--- src/rtl/spi_scan_bridge_pkg.sv ---
// Shared definitions for the SPI scan bridge: FSM state codes, the bit
// counter width helper and the idle levels loaded into the pin synchronizers.
package spi_scan_bridge_pkg;

  // Frame FSM state encoding
  typedef logic [1:0] state_t;
  localparam state_t ST_IDLE  = 2'd0;
  localparam state_t ST_SHIFT = 2'd1;
  localparam state_t ST_CHECK = 2'd2;

  // The counter must hold 0..CHAIN_LEN+1 so an overrun stays distinguishable
  // from an exact-length frame.
  function automatic int cnt_w(input int chain_len);
    return $clog2(chain_len + 2);
  endfunction

  // Levels the synchronizers present while reset is asserted
  localparam logic IDLE_SCK   = 1'b0;
  localparam logic IDLE_CS_N  = 1'b1;
  localparam logic IDLE_MOSI  = 1'b0;
  localparam logic IDLE_RUN_N = 1'b1;

endpackage

--- src/rtl/spi_scan_bridge_sync.sv ---
// Multi-flop synchronizer for one asynchronous pin plus a delay flop used to
// detect rising and falling edges of the synchronized level.
module sync_edge #(
  parameter int   SYNC_STAGES = 2,
  parameter logic RST_VAL     = 1'b0
) (
  input  logic clk,
  input  logic rst_n,
  input  logic din,
  output logic level,
  output logic rise,
  output logic fall
);

  logic [SYNC_STAGES-1:0] sync_q;
  logic                   dly_q;
  // Tracks how many flops hold genuinely sampled pin data since reset. Edges
  // are suppressed until the delay flop holds a real sample, so a pin already
  // away from its idle level at reset release is not mistaken for an edge.
  logic [SYNC_STAGES:0]   fill_q;
  logic                   primed;

  // Synchronizer chain, delay flop and fill tracker
  always_ff @(posedge clk) begin
    if (!rst_n) begin
      sync_q <= {SYNC_STAGES{RST_VAL}};
      dly_q  <= RST_VAL;
      fill_q <= '0;
    end else begin
      sync_q <= {sync_q[SYNC_STAGES-2:0], din};
      dly_q  <= sync_q[SYNC_STAGES-1];
      fill_q <= {fill_q[SYNC_STAGES-1:0], 1'b1};
    end
  end

  assign primed = fill_q[SYNC_STAGES];
  assign level  = sync_q[SYNC_STAGES-1];
  assign rise   = primed &  level & ~dly_q;
  assign fall   = primed & ~level &  dly_q;

endmodule

--- src/rtl/spi_scan_bridge.sv ---
// SPI pin front-end for the accumulator core scan chain: oversamples the pins,
// turns SCK rises into single-cycle scan_enable strobes, returns scan_out on
// MISO, checks the frame length and keeps proc_en off while a frame is open.
import spi_scan_bridge_pkg::*;

module spi_scan_bridge #(
  parameter int SYNC_STAGES = 2,
  parameter int CHAIN_LEN   = 136
) (
  input  logic clk,
  input  logic rst_n,
  input  logic spi_sck,
  input  logic spi_cs_n,
  input  logic spi_mosi,
  input  logic run_n,
  input  logic scan_out,
  input  logic halt_in,
  output logic scan_enable,
  output logic scan_in,
  output logic proc_en,
  output logic spi_miso,
  output logic busy,
  output logic frame_ok,
  output logic frame_err
);

  localparam int             CW      = cnt_w(CHAIN_LEN);
  localparam logic [CW-1:0]  CNT_LEN = CW'(CHAIN_LEN);
  localparam logic [CW-1:0]  CNT_SAT = CW'(CHAIN_LEN + 1);

  logic sck_rise, sck_fall, sck_level_unused;
  logic cs_rise, cs_fall, cs_level_unused;
  logic mosi_level, mosi_rise_unused, mosi_fall_unused;
  logic run_n_level, run_rise_unused, run_fall_unused;

  state_t         state, state_nxt;
  logic [CW-1:0]  bit_cnt;
  logic           miso_q;
  logic           frame_start;
  logic           shift_rise;
  logic           shift_fall;

  sync_edge #(.SYNC_STAGES(SYNC_STAGES), .RST_VAL(IDLE_SCK)) u_sync_sck (
    .clk   (clk),
    .rst_n (rst_n),
    .din   (spi_sck),
    .level (sck_level_unused),
    .rise  (sck_rise),
    .fall  (sck_fall)
  );

  sync_edge #(.SYNC_STAGES(SYNC_STAGES), .RST_VAL(IDLE_CS_N)) u_sync_cs (
    .clk   (clk),
    .rst_n (rst_n),
    .din   (spi_cs_n),
    .level (cs_level_unused),
    .rise  (cs_rise),
    .fall  (cs_fall)
  );

  sync_edge #(.SYNC_STAGES(SYNC_STAGES), .RST_VAL(IDLE_MOSI)) u_sync_mosi (
    .clk   (clk),
    .rst_n (rst_n),
    .din   (spi_mosi),
    .level (mosi_level),
    .rise  (mosi_rise_unused),
    .fall  (mosi_fall_unused)
  );

  sync_edge #(.SYNC_STAGES(SYNC_STAGES), .RST_VAL(IDLE_RUN_N)) u_sync_run (
    .clk   (clk),
    .rst_n (rst_n),
    .din   (run_n),
    .level (run_n_level),
    .rise  (run_rise_unused),
    .fall  (run_fall_unused)
  );

  // Qualified events: CS deassertion overrides any SCK edge in the same cycle
  assign frame_start = (state == ST_IDLE)  & cs_fall;
  assign shift_rise  = (state == ST_SHIFT) & ~cs_rise & sck_rise;
  assign shift_fall  = (state == ST_SHIFT) & ~cs_rise & sck_fall;

  // Next-state decode for the frame FSM
  always_comb begin
    state_nxt = state;
    case (state)
      ST_IDLE:  if (cs_fall) state_nxt = ST_SHIFT;
      ST_SHIFT: if (cs_rise) state_nxt = ST_CHECK;
      ST_CHECK: state_nxt = ST_IDLE;
      default:  state_nxt = ST_IDLE;
    endcase
  end

  // FSM state register
  always_ff @(posedge clk) begin
    if (!rst_n) begin
      state <= ST_IDLE;
    end else begin
      state <= state_nxt;
    end
  end

  // Frame bit counter, saturating one past the chain length to flag overrun
  always_ff @(posedge clk) begin
    if (!rst_n) begin
      bit_cnt <= '0;
    end else if (frame_start) begin
      bit_cnt <= '0;
    end else if (shift_rise && (bit_cnt != CNT_SAT)) begin
      bit_cnt <= bit_cnt + 1'b1;
    end
  end

  // One-clock shift strobe with the synchronized MOSI bit beside it
  always_ff @(posedge clk) begin
    if (!rst_n) begin
      scan_enable <= 1'b0;
      scan_in     <= 1'b0;
    end else begin
      scan_enable <= shift_rise;
      if (shift_rise) begin
        scan_in <= mosi_level;
      end
    end
  end

  // MISO holding register: first bit at CS fall, then refreshed on each SCK
  // fall once the core has shifted out its next bit
  always_ff @(posedge clk) begin
    if (!rst_n) begin
      miso_q <= 1'b0;
    end else if (frame_start || shift_fall) begin
      miso_q <= scan_out;
    end
  end

  // Sticky frame status, cleared when the next frame opens
  always_ff @(posedge clk) begin
    if (!rst_n) begin
      frame_ok  <= 1'b0;
      frame_err <= 1'b0;
    end else if (frame_start) begin
      frame_ok  <= 1'b0;
      frame_err <= 1'b0;
    end else if (state == ST_CHECK) begin
      if (bit_cnt == CNT_LEN) begin
        frame_ok  <= 1'b1;
      end else begin
        frame_err <= 1'b1;
      end
    end
  end

  // proc_en follows the registered state, so it is already low in any cycle
  // where a scan_enable strobe can be present
  assign busy     = (state != ST_IDLE);
  assign proc_en  = ~run_n_level & (state == ST_IDLE);
  assign spi_miso = (state == ST_SHIFT) ? miso_q : (proc_en & halt_in);

endmodule
--- config.mk ---
export PLATFORM = sky130hd
export DESIGN_NAME = spi_scan_bridge
export DESIGN_NICKNAME = d
export VERILOG_FILES = /design/src/rtl/spi_scan_bridge_pkg.sv /design/src/rtl/spi_scan_bridge_sync.sv /design/src/rtl/spi_scan_bridge.sv
export SDC_FILE = /design/constraint.sdc
export NUM_CORES = 1
export LEC_CHECK = 0
export ABC_AREA = 1
export CORE_AREA = 2 2 50 75
export DETAILED_ROUTE_END_ITERATION = 10
export DIE_AREA = 0 0 52 77
export PLACE_DENSITY = 0.63
export SLEW_MARGIN = 30
export SYNTH_ARGS = -nofsm -noshare
export SYNTH_HDL_FRONTEND = slang
export SYNTH_SLANG_ARGS = --single-unit
--- constraint.sdc ---
create_clock -name clk -period 2 [get_ports clk]
set_input_delay 0.2 -clock clk [delete_from_list [all_inputs] [get_ports clk]]
set_output_delay 0.2 -clock clk [all_outputs]
set_load 0.02 [all_outputs]
==> reports/qor.yml <==
run_status:
  status: "finished, final reports clean"
sta:
  final.min_clock_period_ns: 1.82
  setup_viol: 0
  timing.final.crit_share_pct: 90.9
  report.final.slew_viol_count: 0
  clock.fmax_mhz: 550
  hold-worst-slack_ns: 0.417
  clock-skew-final_ns: 0.00175
  maxSlewHeadroom_pct: 77.1
  rsz0062_at_grt: "no"
  tightest_slew_ns: 0.342
  hold_viol: 0
  setup_tns_ns: 0
worst_setup_path:
  crit_fanout: 4
  r2r-end: "bit_cnt[0]"
  crit_path_end: "proc_en"
  r2r_start: "u_sync_cs.fill_q[2]"
  crit_path_top_delay_cell: "clkdlybuf4s50_1"
  cp_num_cells: 4
  worst-r2r-setup-slack_ns: 0.67
  critPathLaunchType: "flip-flop"
  crit_chain: "nor2_1 > inv_1 > nor2_1 > clkdlybuf4s50_1"
  cp_num_buf_inv: 2
  critical_path.top_delay_family: "buffers and inverters"
  path_class: "reg2out"
  crit_arrival_ns: 1.62
  end_kind: "primary output"
  slowest_delay_ns: 0.62
  reg2reg_depth: 7
  worst_ep_required_time_ns: 1.80
  startpoint: "state[1]"
  path_common_cell: "nor2_1"
global_route:
  antenna_found_initial: 0
  gr-total-overflow: 0
  grt_max_degree: 17
  grt_pass1_wl_um: 3380
  track_usage_pct: 10.8
  grt_pass1_vias: 877
placed_design:
  routabilityCongestion: 0.809
  numPortBuffers: 14
  hpwlAfterDp_um: 1480
cells_and_area:
  most-common-layout-cells: "nand2_1 (29), inv_1 (28), dfxtp_1 (28), nor2_1 (17)"
  drive_gt1_share_pct: 7.93
  n_fill_cell: 351
  multiInputGateArea_um2: 444
  syn_to_final_growth_pct: 20.3
  diodes: 0
  fin_nets: 177
  seq_area_um2: 561
  layout_commonest_cell: "nand2_1"
floorplanning:
  core_um2: 3350
  die_x_um: 52
  die_h_um: 77
  pin_count: 15
  rows: 26
  initial_utilization_pct: 33.7
  die_area_um2: 4000
flow_run:
  maxCapViolCount: 0
drt:
  drt-initial-drc-count: 22
  vias: 916
  wl_um: 1910
  drc: 0
  wl_per_cell_um: 9.26
  viasPerCell: 4.45
  dr.pass1.iters: 4
  drtAntennaViolNets: 0
clocking:
  cts_tree: "built"
  cts_root_buffer: "clkbuf_8"
  hold_buffers: 0
  clockBufferDepth: 2
  ctsResizeCount: 0
  cts_sinks: 28
  cts_setup_buffers: 0
  htree_num_levels: 1
  clk_latency_ns: 0.26
  cts_made_buffers: 3
  path_clk_slew_ns: 0.09
synthesis:
  synth_nets: 159
  yosysSeqAreaShare_pct: 49.7
  synth.avg_cell_area_um2: 7.63
  syn_area_um2: 1130
  yosysWarnings: 0
  ys_types: 20
  synthCells: 148
  ys_ff_latch: 28
hold_path:
  hold_path_class: "reg2reg"
power:
  p_per_area_nw_per_um2: 668
  ir_worst_vdd_uv: 435
  leakage_nw: 0.607
[layout make-up]
type                       instances  area share [%]
sequential                        28            41.3
clock buffer                       3            3.04
multi-input combinational         89            32.7
timing repair buffer              15            11.1
inverter                          29            8.02
tap                               42            3.87
[layer usage]
metal	vias to the layer above	GRT usage (%)	share of wire (%)
met4	0	6.58	2.1
met3	4	1.75	3.3
met2	17	19.2	54
met1	410	11.3	41
met5	-	0	0
li1	485	-	-
[worst register-to-register path: stages, from the launching register on]
cell,delay (ns)
dfxtp_1,0.40
nand2_1,0.07
nor2_1,0.08
inv_1,0.07
nor2_4,0.30
nand2_1,0.14
nand2_1,0.09
a21oi_1,0.06
[power by group]
group          internal [mW]  switching, mW  total (mW)
sequential             0.569        0.00454       0.574
clock                  0.135          0.155       0.290
combinational         0.0237         0.0203      0.0440
total                  0.727          0.180       0.907
[state kept, by name (all words and copies together) (netlist names), 2 cells and up]
register and cells:
u_sync_cs.fill_q 3, state 2, bit_cnt 8, u_sync_mosi.sync_q 2
u_sync_sck.sync_q 2, u_sync_cs.sync_q 2, u_sync_run.sync_q 2
[cell usage after synthesis]
library cell,n,share of area (%)
nand2_1,29,9.6
dfxtp_1,28,50
inv_1,28,9.3
nor2_1,17,5.7
nand3_1,13,5.8
a21oi_1,11,4.9
or2_2,4,2.2
ha_1,3,3.3
nand4_1,2,1.1
nor2_4,2,2.0
o21ai_0,2,0.89
a22o_2,1,0.89
buf_6,1,1.0
clkbuf_1,1,0.33
inv_2,1,0.33
nand2_2,1,0.55
nand3b_1,1,0.67
nor3_1,1,0.44
nor4_1,1,0.55
xor2_1,1,0.78
[cells by family (layout without fill, tap and decap cells)]
family / Yosys count / after routing / synth area share, %
DFF: 28 / 28 / 49.7
buffers and inverters: 31 / 47 / 11.0
adders and majority gates: 3 / 3 / 3.33
AOI/OAI and AO/OA: 14 / 14 / 6.65
and+or+nand+nor: 71 / 71 / 28.6
xor gates and xnor gates: 1 / 1 / 0.776
[worst min path at each step]
stage / from / depth (start not counted) / end / slack, ns
6_report: u_sync_mosi.sync_q[0] / 2 / u_sync_mosi.sync_q[1] / 0.42
3_3_place_gp: u_sync_mosi.sync_q[0] / 2 / u_sync_mosi.sync_q[1] / 0.39
2_1_floorplan: rst_n / 0 / u_sync_cs.fill_q[0] / 0.23
4_1_cts: u_sync_run.sync_q[0] / 1 / u_sync_run.sync_q[1] / 0.42
3_5_place_dp: u_sync_run.sync_q[0] / 1 / u_sync_run.sync_q[1] / 0.40
5_1_grt: u_sync_mosi.sync_q[0] / 2 / u_sync_mosi.sync_q[1] / 0.43
[per-stage QoR]
stage                     area, um2  utilization [%]  cells  power, mW  worst slack [ns]
final                          1360             40.5    206      0.907             0.182
after global routing           1360             40.5    206      0.937            0.0452
after CTS                      1360             40.4    206      0.920            0.0560
after detailed placement       1310             39.2    203      0.632             0.355
after global placement         1310             39.2    203      0.631             0.416
after floorplan                1130                -    148      0.607             0.596
Power figures use the tool's default switching activity.
